<file path="config.mk">
export PLATFORM = sky130hd
export DESIGN_NAME = calc_sequencer
export DESIGN_NICKNAME = d
export VERILOG_FILES = /design/src/rtl/calc_sequencer.sv
export SDC_FILE = /design/constraint.sdc
export NUM_CORES = 1
export LEC_CHECK = 0
export BUFFER_PORTS_ARGS = -buffer_cell sky130_fd_sc_hd__buf_2
export CAP_MARGIN = 20
export CORE_ASPECT_RATIO = 1.1
export CORE_MARGIN = 1
export CORE_UTILIZATION = 35
export CTS_BUF_LIST = sky130_fd_sc_hd__clkbuf_4 sky130_fd_sc_hd__clkbuf_8
export CTS_CLUSTER_SIZE = 16
export DETAILED_ROUTE_END_ITERATION = 10
export RECOVER_POWER = 50
export SYNTH_ARGS = -nofsm -noshare
export SYNTH_HDL_FRONTEND = slang
export SYNTH_SLANG_ARGS = --single-unit
</file>
<file path="constraint.sdc">
create_clock -name Clock -period 7.4 [get_ports Clock]
set_clock_uncertainty 0.1 [all_clocks]
set_input_delay 2.22 -clock Clock [delete_from_list [all_inputs] [get_ports Clock]]
set_output_delay 2.22 -clock Clock [all_outputs]
set_load 0.05 [all_outputs]
</file>
<file path="src/rtl/calc_sequencer.sv">
// ============================================================================
// Module   : calc_sequencer
// Brief    : Instruction FIFO plus issue/write-back FSM for the calculator ALU.
// Revision : 1.0
// ============================================================================
`default_nettype none

module calc_sequencer #(
    parameter int DEPTH = 4,
    parameter int CNTW  = 8
) (
    input  logic            Clock,
    input  logic            Resetn,
    input  logic [4:0]      Instr,
    input  logic            InstrValid,
    output logic            InstrReady,
    output logic            Perform,
    output logic [2:0]      OP,
    output logic [1:0]      K,
    input  logic [4:0]      R0,
    input  logic [4:0]      R1,
    input  logic [4:0]      R2,
    input  logic [4:0]      R3,
    output logic [4:0]      a,
    output logic [4:0]      b,
    output logic [4:0]      c,
    output logic [4:0]      d,
    output logic            Done,
    output logic            Busy,
    output logic [CNTW-1:0] InstrCount
);

    localparam int PW = $clog2(DEPTH);

    typedef enum logic [1:0] {
        S_IDLE  = 2'd0,
        S_ISSUE = 2'd1,
        S_WB    = 2'd2
    } state_t;

    state_t          state_q, state_d;
    logic [4:0]      mem_q [DEPTH];
    logic [4:0]      mem_d [DEPTH];
    logic [PW-1:0]   wr_ptr_q, wr_ptr_d;
    logic [PW-1:0]   rd_ptr_q, rd_ptr_d;
    logic [PW:0]     occ_q, occ_d;
    logic [2:0]      op_q, op_d;
    logic [1:0]      k_q, k_d;
    logic [4:0]      reg_q [4];
    logic [4:0]      reg_d [4];
    logic [CNTW-1:0] cnt_q, cnt_d;

    logic            full, empty, push, pop, bypass;
    logic [4:0]      head;
    logic [4:0]      r_in [4];

    always_comb begin
        full       = (occ_q == DEPTH[PW:0]);
        empty      = (occ_q == '0);
        InstrReady = Resetn && !full;
        push       = InstrValid && InstrReady;
        // An instruction arriving during WB into an empty FIFO is forwarded straight to issue.
        bypass     = empty && push && (state_q == S_WB);
        head       = bypass ? Instr : mem_q[rd_ptr_q];
        r_in[0]    = R0;
        r_in[1]    = R1;
        r_in[2]    = R2;
        r_in[3]    = R3;
    end

    always_comb begin
        state_d = state_q;
        pop     = 1'b0;
        op_d    = op_q;
        k_d     = k_q;
        reg_d   = reg_q;
        cnt_d   = cnt_q;
        case (state_q)
            S_IDLE: begin
                if (!empty) begin
                    pop     = 1'b1;
                    state_d = S_ISSUE;
                end
            end
            S_ISSUE: begin
                state_d = S_WB;
                case (op_q)
                    3'b000: begin
                        reg_d[0] = R0;
                        reg_d[1] = R1;
                        reg_d[2] = R2;
                        reg_d[3] = R3;
                    end
                    3'b011:  reg_d[k_q] = r_in[k_q];
                    default: reg_d[0]   = R0;
                endcase
            end
            S_WB: begin
                cnt_d = cnt_q + CNTW'(1);
                if (!empty || push) begin
                    pop     = 1'b1;
                    state_d = S_ISSUE;
                end else begin
                    state_d = S_IDLE;
                end
            end
            default: state_d = S_IDLE;
        endcase
        if (pop) begin
            {op_d, k_d} = head;
        end
    end

    always_comb begin
        mem_d    = mem_q;
        wr_ptr_d = wr_ptr_q;
        rd_ptr_d = rd_ptr_q;
        if (push) begin
            mem_d[wr_ptr_q] = Instr;
            wr_ptr_d        = wr_ptr_q + PW'(1);
        end
        if (pop) begin
            rd_ptr_d = rd_ptr_q + PW'(1);
        end
        occ_d = occ_q + {{PW{1'b0}}, push} - {{PW{1'b0}}, pop};
    end

    always_ff @(posedge Clock) begin
        if (!Resetn) begin
            state_q  <= S_IDLE;
            wr_ptr_q <= '0;
            rd_ptr_q <= '0;
            occ_q    <= '0;
            op_q     <= '0;
            k_q      <= '0;
            reg_q    <= '{default: 5'd0};
            cnt_q    <= '0;
        end else begin
            state_q  <= state_d;
            wr_ptr_q <= wr_ptr_d;
            rd_ptr_q <= rd_ptr_d;
            occ_q    <= occ_d;
            op_q     <= op_d;
            k_q      <= k_d;
            reg_q    <= reg_d;
            cnt_q    <= cnt_d;
        end
    end

    always_ff @(posedge Clock) begin
        mem_q <= mem_d;
    end

    assign Perform    = (state_q == S_ISSUE);
    assign Done       = (state_q == S_WB);
    assign Busy       = (occ_q != '0) || (state_q != S_IDLE);
    assign OP         = op_q;
    assign K          = k_q;
    assign a          = reg_q[0];
    assign b          = reg_q[1];
    assign c          = reg_q[2];
    assign d          = reg_q[3];
    assign InstrCount = cnt_q;

endmodule

`default_nettype wire
</file>
==> results of run 1 <==
-- cells by family after synthesis --
kind of cell             share of synthesized area [%]
multiplexers                                      9.88
AO/OA/AOI/OAI                                     9.03
adder cells (fa/ha/maj)                           4.05
XOR/XNOR                                          3.29
buffers and inverters                             2.96
AND/OR/NAND/NOR                                   16.6
flip-flops                                        54.2
-- synthesized netlist by cell type (all sizes together), types with 2 or more instances --
master  instances  area [um^2]
ha              7         87.6
nand2b          3         18.8
nor2b          13         81.3
nand2          18         67.6
buf             6         33.8
clkbuf          5         18.8
mux4            5          113
mux2i          15          150
a21boi          2         15.0
and2           17          106
o311ai          2         17.5
o31a            2         17.5
nand4b          2         17.5
dfxtp          42          841
nand3          11         55.1
a21oi           9         78.8
nor2            3         11.3
edfxtp         20          601
and3            2         12.5
nand4           5         31.3
o21ai          16         80.1
inv             7         26.3
xnor2           9         78.8
-- flip-flops by register name (all words and copies together), names as in the netlist --
signal	flops
wr_ptr_q	2
c	5
occ_q	3
rd_ptr_q	2
InstrCount	8
mem_q	20
state_q	2
b	5
OP	3
d	5
a	5
K	2
-- final cells by class --
type / instances / share of cell area (%)
Sequential cell: 62 / 45.0
Clock inverter: 2 / 0.313
Inverter: 7 / 0.821
Tap cell: 85 / 3.32
Timing Repair Buffer: 65 / 9.69
Multi-Input combinational cell: 150 / 35.6
Clock buffer: 14 / 5.24
-- layer usage --
metal | GRT usage (%) | vias up | part of all wire, %
li1 | - | 943 | -
met5 | 0 | - | 0
met3 | 6.44 | 5 | 6.8
met2 | 22.6 | 55 | 46
met4 | 4.24 | 0 | 0.61
met1 | 17.7 | 876 | 46
-- power by group through the flow --
stage               sequential [uW]  combinational (uW)  clock, uW
finish                          475                 452        266
global route                    487                 493        291
CTS                             476                 464        276
detailed placement              482                 463          0
global placement                482                 457          0
floorplan                       581                 266          0
-- stage by stage --
stage / power (uW) / area [um^2] / instances / setup WS [ns] / utilization, %
2_1_floorplan: 847 / 2660 / 230 / 2.02 / -
5_1_grt: 1270 / 3200 / 385 / 1.81 / 44.7
6_report: 1190 / 3200 / 385 / 1.91 / 44.7
3_3_place_gp: 939 / 3040 / 369 / 1.90 / 42.4
4_1_cts: 1220 / 3220 / 385 / 1.89 / 44.9
3_5_place_dp: 946 / 3040 / 369 / 1.89 / 42.4
-- path summary, 6_finish.rpt --
path                            startpoint    endpoint  slack [ns]  depth (start not counted)
worst max-delay path                Resetn  InstrReady        1.91                          4
worst min-delay path                  b[0]        b[0]        0.36                          2
worst max register to register  state_q[1]    occ_q[2]        4.80                          9
worst min register to register        b[0]        b[0]        0.36                          2
-- critical path: cells and delay by family --
kind | cells | cell delay, ns
buf+inv | 3 | 0.73
compound gates | 1 | 0.21
==> impl_metrics.env, run 1 <==
export IMPL_finalHoldViolCount=0
export IMPL_period_share_pct=74.2
export IMPL_synth_edff_count=20
export IMPL_wl_per_cell_um=13.6
export IMPL_rsz0062_at_grt="false"
export IMPL_firstDrtPassIters=4
export IMPL_crit_path_top_delay_cell="buf_4"
export IMPL_finalSetupTns_ns=0
export IMPL_seq_power_share_pct=39.8
export IMPL_cts_sinks=62
export IMPL_yosysWarnings=0
export IMPL_dieHeight_um=93.4
export IMPL_yosysSeqAreaShare_pct=54.2
export IMPL_fin_hold_ws_ns=0.359
export IMPL_cts_buffers=9
export IMPL_fmax_ghz=0.182
export IMPL_grt_usage_pct=14.4
export IMPL_swShare_pct=40.9
export IMPL_p_clk_share_pct=22.3
export IMPL_internal_power_uw=706
export IMPL_syn_nets=266
export IMPL_slew_violations=0
export IMPL_nFillCells=692
export IMPL_ys_ff_latch=62
export IMPL_grt_pass1_wl_mm=8.67
export IMPL_arrival_ns=3.17
export IMPL_htree_levels=3
export IMPL_clk_pin_slew_ns=0.06
export IMPL_syn_avg_cell_area_um2=11.6
export IMPL_switchingPower_uw=488
export IMPL_syn_area_um2=2660
export IMPL_tightest_slew_ns=0.816
export IMPL_ys_types=36
export IMPL_grt_ovfl_total=0
export IMPL_vdd_drop_max_mv=0.147
export IMPL_crit_top_cell="buf_2"
export IMPL_clk_path_buf_depth=2
export IMPL_dieArea_um2=7950
export IMPL_cap_viol_max_count=0
export IMPL_first_global_vias=1767
export IMPL_io_pins=65
export IMPL_p_comb_share_pct=37.9
export IMPL_ant_nets=0
export IMPL_wirelength_mm=5.23
export IMPL_vias=1879
export IMPL_path_class="input pin to output pin"
export IMPL_postCtsHoldBufs=0
export IMPL_outcome="finished, final reports clean"
export IMPL_num_rows=32
export IMPL_synthFlopType="dfxtp_1"
export IMPL_nets=331
export IMPL_antenna_found_initial=0
export IMPL_placement_io_buffers=64
export IMPL_grt_start_max_net_pins=55
export IMPL_synthCells=230
export IMPL_multiInputGateArea_um2=1140
export IMPL_slew_headroom_pct=45.6
export IMPL_cp_cell_sequence="buf_2 -> buf_4 -> o31a_1 -> buf_2"
export IMPL_n_antenna_cell=0
export IMPL_drive_gt1_share_pct=25.7
export IMPL_cts_tree="yes"
export IMPL_hp_class="flip-flop to flip-flop"
export IMPL_layout_cells_most_common_list="buf_2, dfxtp_1, edfxtp_1"
export IMPL_die_w_um=85.1
export IMPL_coreArea_um2=7170
export IMPL_post_dp_hpwl_mm=3.58
export IMPL_cts_resized=0
export IMPL_worst_endpoint_required_ns=5.08
export IMPL_leakagePower_uw=0.00128
export IMPL_dr_first_iter_drc_count=100
export IMPL_start_kind="input pin"
export IMPL_crit_fanout=54
export IMPL_end_kind="output pin"
export IMPL_cts_root_buffer="clkbuf_8"
export IMPL_slowest_delay_ns=0.39
export IMPL_cts_setup_buffers=0
export IMPL_async_flop_share_pct=0
export IMPL_setup_viol_count_final=0
export IMPL_p_per_area_nw_per_um2=373
export IMPL_clk_insertion_delay_late_ns=0.33
export IMPL_final_common_cell="buf_2"
export IMPL_via_per_inst=4.88
export IMPL_gp_congestion=0.700
export IMPL_start_util_pct=37.1
export IMPL_ff_latch_area_um2=1440
export IMPL_period_minus_slack_ns=5.49
export IMPL_area_growth_pct=20.4
export IMPL_drc_errors=0
Power figures use the tool's default switching activity.
==> run 2: changes to the inputs <==
clock period = 4.4 ns   (was 7.4 ns; I/O delays follow)
==> run 2 against run 1 <==
  * Register-to-register slack lost 3.0 ns
  * Combinational power grew 70%
  * Setup slack lost 1.3 ns
  * Cell count grew 0.26%
  * Critical path depth shrank 1
  * Hold slack lost 0.011 ns
  * Sequential share of layout area shrank 0.21 points
  * Power grew 72%
  * Die area is the same
  * Routed wire length shrank 2.0%
  * Sequential power grew 68%
  * Highest routed layer unchanged
==> impl_metrics.env, run 2 (synthesized netlist as in run 1, its figures left out) <==
export IMPL_outcome="finished, final reports clean"
export IMPL_coreArea_um2=7170
export IMPL_postPlaceCellArea_um2=3050
export IMPL_finalSetupTns_ns=0
export IMPL_hp_class="flip-flop to flip-flop"
export IMPL_n_antenna_cell=0
export IMPL_grt_usage_pct=13.8
export IMPL_first_global_vias=1745
export IMPL_nets=332
export IMPL_p_per_area_nw_per_um2=637
export IMPL_cts_setup_buffers=0
export IMPL_slew_headroom_pct=13.7
export IMPL_cap_viol_max_count=0
export IMPL_multiInputGateArea_um2=1140
export IMPL_setup_viol_count_final=0
export IMPL_nFillCells=709
export IMPL_worst_endpoint_required_ns=2.98
export IMPL_finalHoldViolCount=0
export IMPL_p_comb_share_pct=37.5
export IMPL_cts_tree="yes"
export IMPL_gp_congestion=0.768
export IMPL_layout_cells_most_common_list="buf_2, dfxtp_1, edfxtp_1"
export IMPL_slew_violations=0
export IMPL_ant_nets=0
export IMPL_dieHeight_um=93.4
export IMPL_vdd_drop_max_mv=0.226
export IMPL_antenna_found_initial=0
export IMPL_cts_sinks=62
export IMPL_internal_power_uw=1220
export IMPL_area_growth_pct=20.9
export IMPL_cts_buffers=9
export IMPL_end_kind="output pin"
export IMPL_cts_root_buffer="clkbuf_8"
export IMPL_p_clk_share_pct=23.6
export IMPL_clk_pin_slew_ns=0.07
export IMPL_placement_io_buffers=64
export IMPL_start_kind="input pin"
export IMPL_num_rows=32
export IMPL_tightest_slew_ns=1.30
export IMPL_clk_insertion_delay_late_ns=0.33
export IMPL_start_util_pct=37.1
export IMPL_final_cell_area_um2=3220
export IMPL_largest_register_ffs=20
export IMPL_path_class="input pin to output pin"
export IMPL_htree_levels=3
export IMPL_crit_fanout=19
export IMPL_final_common_cell="buf_2"
export IMPL_seq_power_share_pct=38.8
export IMPL_arrival_ns=2.34
export IMPL_drc_errors=0
export IMPL_switchingPower_uw=833
export IMPL_firstDrtPassIters=4
export IMPL_leakagePower_uw=0.00129
export IMPL_grt_start_max_net_pins=37
export IMPL_rsz0062_at_grt="false"
export IMPL_clk_path_buf_depth=2
export IMPL_period_minus_slack_ns=3.76
export IMPL_wl_per_cell_um=13.3
export IMPL_period_share_pct=85.4
export IMPL_post_dp_hpwl_mm=3.66
export IMPL_ff_latch_area_um2=1440
export IMPL_dr_first_iter_drc_count=41
export IMPL_cts_resized=0
export IMPL_dieArea_um2=7950
export IMPL_wirelength_mm=5.13
export IMPL_top_register="mem_q"
export IMPL_drive_gt1_share_pct=26.2
export IMPL_swShare_pct=40.6
export IMPL_grt_pass1_wl_mm=8.36
export IMPL_vias=1849
export IMPL_fmax_ghz=0.266
export IMPL_io_pins=65
export IMPL_via_per_inst=4.79
export IMPL_grt_ovfl_total=0
export IMPL_postCtsHoldBufs=0
export IMPL_die_w_um=85.1
-- run 2: cell count changes in the layout (fill, tap and decap cells not counted) --
cell,change
buf_4,-1
o21ai_1,+4
clkbuf_1,-1
clkbuf_4,-2
clkinv_2,+2
and2_1,-4
clkbuf_8,-1
and2_0,+4
bufinv_16,+1
o21ai_0,-4
buf_2,+3
-- run 2: power groups by stage --
stage	logic [uW]	registers [uW]	clock network (uW)
final	769	796	485
after global routing	835	814	523
after CTS	791	798	499
after detailed placement	788	809	0
after global placement	780	810	0
after floorplan	447	978	0
-- run 2: worst max-delay path, cell delays in order --
cell and delay [ns]:
clkbuf_1 0.51, o31a_1 0.24, buf_2 0.26
-- run 2: worst paths after layout --
kind,startpoint,end,slack (ns),cells past startpoint
hold / removal,b[1],b[1],0.35,2
hold reg to reg,b[1],b[1],0.35,2
setup reg to reg,occ_q[1],occ_q[2],1.80,10
setup / recovery,Resetn,InstrReady,0.64,3
-- run 2: area by class of cell --
| type | instances | share of cell area (%) |
|---|---|---|
| clock buffers | 11 | 4.32 |
| clock inverters | 5 | 1.56 |
| inverters | 7 | 0.817 |
| multi-input cells | 150 | 35.4 |
| flip-flops and latches | 62 | 44.8 |
| well taps | 85 | 3.31 |
| repair buffers | 66 | 9.76 |
-- run 2: metal layers --
metal / part of all wire, % / wire [um] / vias up / global-route usage (%)
met1: 48 / 2460 / 851 / 18.7
met3: 5.0 / 258 / 9 / 2.74
met2: 45 / 2290 / 46 / 20.7
met5: 0 / 0 / - / 0
met4: 2.4 / 123 / 0 / 7.63
li1: - / - / 943 / -
-- run 2: per-stage QoR --
step | total power [uW] | util, % | hold slack [ns] | instances | setup slack [ns]
floorplan | 1430 | - | 0.369 | 230 | 0.818
global placement | 1590 | 42.5 | 0.334 | 370 | 0.923
detailed placement | 1600 | 42.5 | 0.339 | 370 | 0.842
CTS | 2090 | 45.2 | 0.351 | 386 | 0.924
global route | 2170 | 44.9 | 0.364 | 386 | 0.464
finish | 2050 | 44.9 | 0.349 | 386 | 0.642
